### src/rtl/pmu_counter_bank.sv
// pmu_counter_bank: event-selectable performance counters with sticky overflow and interrupt.
// Define PMU_SNAPSHOT_EN to add a shadow bank captured by snap_i and read via rd_snap_i.
module pmu_counter_bank #(
  parameter int NUM_COUNTERS  = 4,
  parameter int COUNTER_WIDTH = 48,
  parameter int NUM_EVENTS    = 24,
  localparam int IDX_W = $clog2(NUM_COUNTERS),
  localparam int SEL_W = $clog2(NUM_EVENTS + 1)
) (
  input  logic                     clk,
  input  logic                     rst,
  input  logic [2*NUM_EVENTS-1:0]  event_inc_i,
  input  logic                     freeze_i,
  input  logic                     cfg_we_i,
  input  logic [IDX_W-1:0]         cfg_idx_i,
  input  logic [SEL_W-1:0]         cfg_sel_i,
  input  logic                     cfg_en_i,
  input  logic                     cfg_irq_en_i,
  input  logic                     cnt_we_i,
  input  logic [IDX_W-1:0]         cnt_idx_i,
  input  logic [COUNTER_WIDTH-1:0] cnt_wdata_i,
  input  logic [NUM_COUNTERS-1:0]  ovf_clr_i,
  input  logic [IDX_W-1:0]         rd_idx_i,
  input  logic                     snap_i,
  input  logic                     rd_snap_i,
  output logic [COUNTER_WIDTH-1:0] rd_data_o,
  output logic [SEL_W+1:0]         rd_cfg_o,
  output logic [NUM_COUNTERS-1:0]  ovf_o,
  output logic                     irq_o
);
  localparam int W = COUNTER_WIDTH;
  logic [W-1:0]            cnt [NUM_COUNTERS];
  logic [SEL_W-1:0]        sel [NUM_COUNTERS];
  logic [W:0]              sum [NUM_COUNTERS];
  logic [1:0]              lane [NUM_EVENTS];
  logic [NUM_COUNTERS-1:0] en, irq_en, hit_cnt, hit_cfg, carry;
  logic                    rd_ok;
  logic [W-1:0]            rd_val;
  for (genvar e = 0; e < NUM_EVENTS; e++) begin : g_lane
    assign lane[e] = event_inc_i[2*e +: 2];
  end
  for (genvar i = 0; i < NUM_COUNTERS; i++) begin : g_ctr
    logic [1:0] inc;
    assign hit_cnt[i] = cnt_we_i && cnt_idx_i == IDX_W'(i);
    assign hit_cfg[i] = cfg_we_i && cfg_idx_i == IDX_W'(i);
    // a preload owns the counter this cycle, so its increment is dropped
    assign inc = (en[i] && !freeze_i && !hit_cnt[i] && sel[i] < SEL_W'(NUM_EVENTS)) ? lane[sel[i]] : 2'd0;
    assign sum[i] = {1'b0, cnt[i]} + {{(W-1){1'b0}}, inc};
    assign carry[i] = sum[i][W];
  end
  assign rd_ok = {1'b0, rd_idx_i} < (IDX_W+1)'(NUM_COUNTERS);
`ifdef PMU_SNAPSHOT_EN
  logic [W-1:0] shadow [NUM_COUNTERS];
  always_ff @(posedge clk or posedge rst)
    if (rst) for (int i = 0; i < NUM_COUNTERS; i++) shadow[i] <= '0;
    else if (snap_i) for (int i = 0; i < NUM_COUNTERS; i++) shadow[i] <= cnt[i];
  assign rd_val = rd_snap_i ? shadow[rd_idx_i] : cnt[rd_idx_i];
`else
  logic unused_snap;
  assign unused_snap = snap_i ^ rd_snap_i;
  assign rd_val = cnt[rd_idx_i];
`endif
  always_ff @(posedge clk or posedge rst)
    if (rst) begin
      for (int i = 0; i < NUM_COUNTERS; i++) begin
        cnt[i] <= '0;
        sel[i] <= '0;
      end
      en        <= '0;
      irq_en    <= '0;
      ovf_o     <= '0;
      rd_data_o <= '0;
      rd_cfg_o  <= '0;
      irq_o     <= 1'b0;
    end else begin
      for (int i = 0; i < NUM_COUNTERS; i++) begin
        cnt[i] <= hit_cnt[i] ? cnt_wdata_i : sum[i][W-1:0];
        if (hit_cfg[i]) begin
          sel[i]    <= cfg_sel_i;
          en[i]     <= cfg_en_i;
          irq_en[i] <= cfg_irq_en_i;
        end
      end
      ovf_o     <= carry | (ovf_o & ~ovf_clr_i);
      irq_o     <= |(ovf_o & irq_en);
      rd_data_o <= rd_ok ? rd_val : '0;
      rd_cfg_o  <= rd_ok ? {irq_en[rd_idx_i], en[rd_idx_i], sel[rd_idx_i]} : '0;
    end
endmodule

### config.mk
export PLATFORM = sky130hd
export DESIGN_NAME = pmu_counter_bank
export DESIGN_NICKNAME = d
export VERILOG_FILES = /design/src/rtl/pmu_counter_bank.sv
export SDC_FILE = /design/constraint.sdc
export NUM_CORES = 1
export LEC_CHECK = 0
export BUFFER_PORTS_ARGS = -buffer_cell sky130_fd_sc_hd__buf_4
export CAP_MARGIN = 10
export CORE_MARGIN = 3
export CORE_UTILIZATION = 35
export CTS_CLUSTER_SIZE = 40
export DETAILED_ROUTE_END_ITERATION = 6
export PLACE_DENSITY = 0.6
export RECOVER_POWER = 50
export SLEW_MARGIN = 20
export SYNTH_ARGS = -nofsm -noshare
export SYNTH_HDL_FRONTEND = slang
export SYNTH_SLANG_ARGS = --single-unit
export TNS_END_PERCENT = 10
### constraint.sdc
create_clock -name clk -period 11.11 [get_ports clk]
set_clock_uncertainty 0.2 [all_clocks]
set_input_delay 1.111 -clock clk [delete_from_list [all_inputs] [get_ports clk]]
set_output_delay 1.111 -clock clk [all_outputs]
set_load 0.02 [all_outputs]
After elaboration in Yosys (flattened, before gate mapping)
Index checks and enable logic that the tools add are counted.
Cells by class
  muxes and demuxes: 30
  eq/ne operators: 6
  reductions and logical operators: 28
  magnitude comparators: 10
  $add $sub $neg: 4
  bitwise logic cells: 9
Operators with widths (count)
  $mux 48: 6
  $add 48x2->49: 4
  $bmux 48 s2: 1
  $bmux 2 s5: 4
  $ge 6x6->1 const B: 4
  $mux 2: 12
  $not 5->6: 4
  $logic_and 1x1->1: 20
  $lt 5x5->1 const B: 4
  $bmux 5 s2: 1
  $mux 5: 2
  $and 4x4->4: 2
  $eq 2x2->1 const B: 4
  $logic_not 1->1: 5
  $bmux 1 s2: 2
  $eq 2x1->1 const B: 2
  $logic_not 2->1: 2
  $not 4->4: 1
  $or 4x4->4: 1
  $reduce_or 4->1: 1
  $ge 3x3->1 const B: 1
  $lt 2x3->1 const B: 1
  $not 2->3: 1
  $mux 1: 2
Word-level totals
  input port bits: 120
  flip-flop bits (word level): 280

Logic depth before layout (Yosys ltp)
  word-level depth: 8
  mapped depth: 17
  gate-level depth less buffers: 13

Worst setup path after synthesis
No wires, ideal clock.
  path kind: input-to-reg
  from: input port cnt_idx_i[1]
  to: register cnt[190] (netlist name)
  setup time: 0.124 ns
  path buffers: 4
  arrival time: 4.412 ns
  data required time: 10.786 ns
  stages on the path: 15
  slack: 6.374 ns
  cell sequence: clkbuf_1 -> or3b_2 -> clkbuf_1 -> nand4b_1 -> a21oi_1 -> ha_1 -> inv_1 -> fa_1 -> nand3b_4 -> or4_1 -> buf_2 -> or3_4 -> buf_6 -> o31a_1 -> o31a_1
Between the ends
  longest elaborated chain between the ends: 8
RTL lines
  from (decl): line 20  | input logic [IDX_W-1:0] cnt_idx_i,
  $logic_not 2->1 *: line 44  | assign hit_cnt[i] = cnt_we_i && cnt_idx_i == IDX_W'(i);
  $logic_and 1x1->1 *: line 44
  $logic_not 1->1: line 47  | assign inc = (en[i] && !freeze_i && !hit_cnt[i] && sel[i] < SEL_W'(NUM_EVENTS)) ? lane[sel[i]] : 2'd0;
  $logic_and 1x1->1 (2 in a row): line 47
  $mux 2: line 47
  $add 48x2->49: line 48  | assign sum[i] = {1'b0, cnt[i]} + {{(W-1){1'b0}}, inc};
  $mux 48 *: line 77  | cnt[i] <= hit_cnt[i] ? cnt_wdata_i : sum[i][W-1:0];
  to (signal, indexed assignment): line 77
  to (decl): line 32  | logic [W-1:0] cnt [NUM_COUNTERS];
Every way passes the cells marked *; elsewhere a longest branch is shown, timed or not.
A chain may end at the register's enable or synchronous reset.

Worst setup path in the final report
  from: register sel[0] (netlist name)
  to: register cnt[44] (netlist name)
Between the ends
  longest elaborated chain between the ends: 7
  elaborated cells between the ends (all ways): 9
  those cells by class: add/sub: 1; order compare: 1; mux: 5; bitwise: 1; reduce/logical: 1
RTL lines
  from (decl): line 33  | logic [SEL_W-1:0] sel [NUM_COUNTERS];
  from (signal, indexed assignment): line 79  | sel[i] <= cfg_sel_i;
  $not 5->6 (not written as such): line 47
  $bmux 2 s5: line 47
  $mux 2 (not written as such) (2 in a row): line 47
  $mux 2 *: line 47
  $add 48x2->49 *: line 48
  $mux 48 *: line 77
Every way passes the cells marked *; elsewhere a longest branch is shown, timed or not. The select of a mux whose other input is x is not followed.

==> run metrics <==
status complete, but fails checks; failing checks max-capacitance violations, max-slew violations; CP peak stage delay 950 ps; Reg2Reg Depth 12; Net Count, Synth around 1800; setup tns final 0 ps; count of final hold-check violations 0; # Post-CTS Setup Buffers 0; Top delay family on crit path simple AND/OR/NAND/NOR gates; cell row count between 70 and 80; async set-reset flop share out of synthesis 1.00; sequential area share after synthesis 0.421; hold depth 2; post-synthesis register bit count 280; # Max-Cap Violations 2; CTS sink cnt 280; Worst Hold Margin 328 ps; xor/xnor share of the synthesized area 0.0773; detailed-route vias per instance between 5 and 6; Tot GR Track Use 0.210; Layout area overhead 16.5%; Worst-path clk slew 50 ps; layout cells sized above 1 0.184; grt ovf 0; power density over the cells 176 nW/um^2; most frequent cells in the layout dfrtp_1, nand2_1, buf_4; Cell Chain, Critical Path mux2i_1, a221oi_1, o21ai_0, a31oi_1, ha_1, inv_1, fa_1, nand4b_1, or3_1, or4_1, or3_1, a31oi_1; commonest non-fill, non-tap cell in the layout dfrtp_1; post-DR wirelength/cell 22.0 microns; slowest CP cell dfrtp_1; Worst Tran Pin Value about 5300 ps; Tcrit/Tclk final 0.481; post-synthesis area per instance 10.1 sq um; drt pass-1 iters 6; total power 3420 uW; Slew Viols, Final 172; antenna violations before repair 2; Finish-stage setup viols 0; Initial Utilization 0.356; worst hold path startpoint irq_en[3]; reg2reg start sel[0]; Worst Path Max Fanout 18; post-synthesis mux area share 0.169; largest family of logic cells by synthesized area simple AND/OR/NAND/NOR gates; DP HPWL around 38 mm; type of the most critical hold path reg -> reg; Pleak between 0.007 and 0.008 uW; vias in the first global route 13900; Required @ worst endpoint 11360 ps; crit path kind reg -> reg; WP data arrival 5590 ps; drt initial violations 1310; highest clock rate 187 MHz; r2r endpoint cnt[44]; YS warnings 0; Total Wirelength 53.1 mm; mapped cell area 16700 sq um; clock latency on the worst-skew pair 540 ps; Die X 224 microns; # H-tree levels 2; Port Buf Inserts 177; Die H 224 microns; area of the core 46800 sq um; Cell variety after synth 55; Final ANT Viol Nets 0; compound-cell area share of the yosys netlist 0.0840; Worst R2R Setup Slack 5770 ps; via count 13900; TritonCTS buffer count 35; DRC 0; worst path bufs/invs 1; I/O pins 180; Final Critical Period 5340 ps; first-pass GRT wire length 82.5 mm; Placer Congestion 0.878; hold endpoint irq_o; CTS Buffer Depth 3; Post-synth EDFFs 0; post_cts resized 0; unrepaired setup endpoints after global routing false; root buffer cell clkbuf_16; hold bufs inserted after CTS 0; Max VDD drop approximately 0.000095 V; Critical Path Start Type flop; Slew headroom -2.52; adder-cell share of the synthesized area 0.0108; die area 50200 sq um; top_reg_cell synth dfrtp_1; CP Capture Type flop; pin count of the biggest net entering global routing between 150 and 200; Synth Area in Simple Gates 0.208; nets 1910; Syn Inst Count approximately 1600; CTS tree yes
synthesized netlist by cell type, types with 26 or more instances:
library cell / number / area [sq um]
nor2_1: 125 / 469
nor4_1: 48 / 300
mux2_2: 36 / 405
a21oi_1: 64 / 320
inv_1: 36 / 135
nand2_1: 184 / 691
and3_1: 32 / 200
o21ai_0: 113 / 566
xor2_1: 56 / 490
xnor2_1: 91 / 797
a31oi_1: 31 / 194
nor3_1: 26 / 130
nand4_1: 53 / 332
nand3_1: 73 / 365
dfrtp_1: 280 / 7010
mux4_2: 94 / 2120
mux2i_1: 27 / 270
clkbuf_1: 73 / 274
report_power, final:
| group | switching [uW] | internal (uW) |
|---|---|---|
| clock network | 455 | 667 |
| registers | 284 | 1230 |
| logic | 397 | 389 |
cell families (layout without fill, tap and decap cells):
kind of cell | after synthesis | after routing
AOI/OAI and AO/OA | 248 | 248
xor gates and xnor gates | 147 | 147
adders and majority gates | 12 | 12
buffers and inverters | 130 | 287
DFF | 280 | 280
muxes | 158 | 158
other | 0 | 1
and+or+nand+nor | 669 | 669
registers in the layout, indices dropped and copies added (netlist names):
signal	count
irq_o	1
cnt	192
ovf_o	4
rd_cfg_o	7
rd_data_o	48
sel	20
irq_en	4
en	4
layer usage:
| metal | vias up | routed length, microns | GRT usage |
|---|---|---|---|
| li1 | 6333 | - | - |
| met5 | - | 9 | 0 |
| met1 | 6994 | 23200 | 0.290 |
| met4 | 2 | 1270 | 0.0547 |
| met3 | 78 | 3530 | 0.0414 |
| met2 | 461 | 25000 | 0.340 |
per-stage QoR:
step	instance area, sq um	cells	util	setup WS, ps
finish	19400	2409	0.415	5770
global route	19400	2409	0.415	5570
CTS	19600	2408	0.420	5790
detailed placement	18500	2348	0.396	5410
global placement	18500	2348	0.396	5460
floorplan	16700	1644	-	2080
layout make-up:
class	count	area (sq um)
inverters	36	136
fillers	4540	27400
repair buffers	191	1210
flip-flops and latches	280	7010
clock buffers	56	1090
multi-input cells	1234	9180
diodes	1	2.50
well taps	607	759
clock inverters	4	22.5
tightest hold or removal path, delay by kind of cell (launching register included):
| kind | cells | cell delay (ps) |
|---|---|---|
| AO/OA/AOI/OAI | 1 | 70 |
| flip-flops | 1 | 360 |
| AND/OR/NAND/NOR | 1 | 60 |
worst max path at each step:
stage	startpoint	slack (ps)	endpoint	depth (start not counted)
after floorplan	rst	2080	cnt[0]	1
after global placement	cnt_we_i	5460	cnt[186]	12
after detailed placement	cnt_we_i	5410	cnt[186]	12
after CTS	sel[0]	5790	cnt[44]	12
after global routing	rst	5570	rd_data_o[10]	2
final	sel[0]	5770	cnt[44]	12
Note: power is estimated with default switching activity, not from simulation.
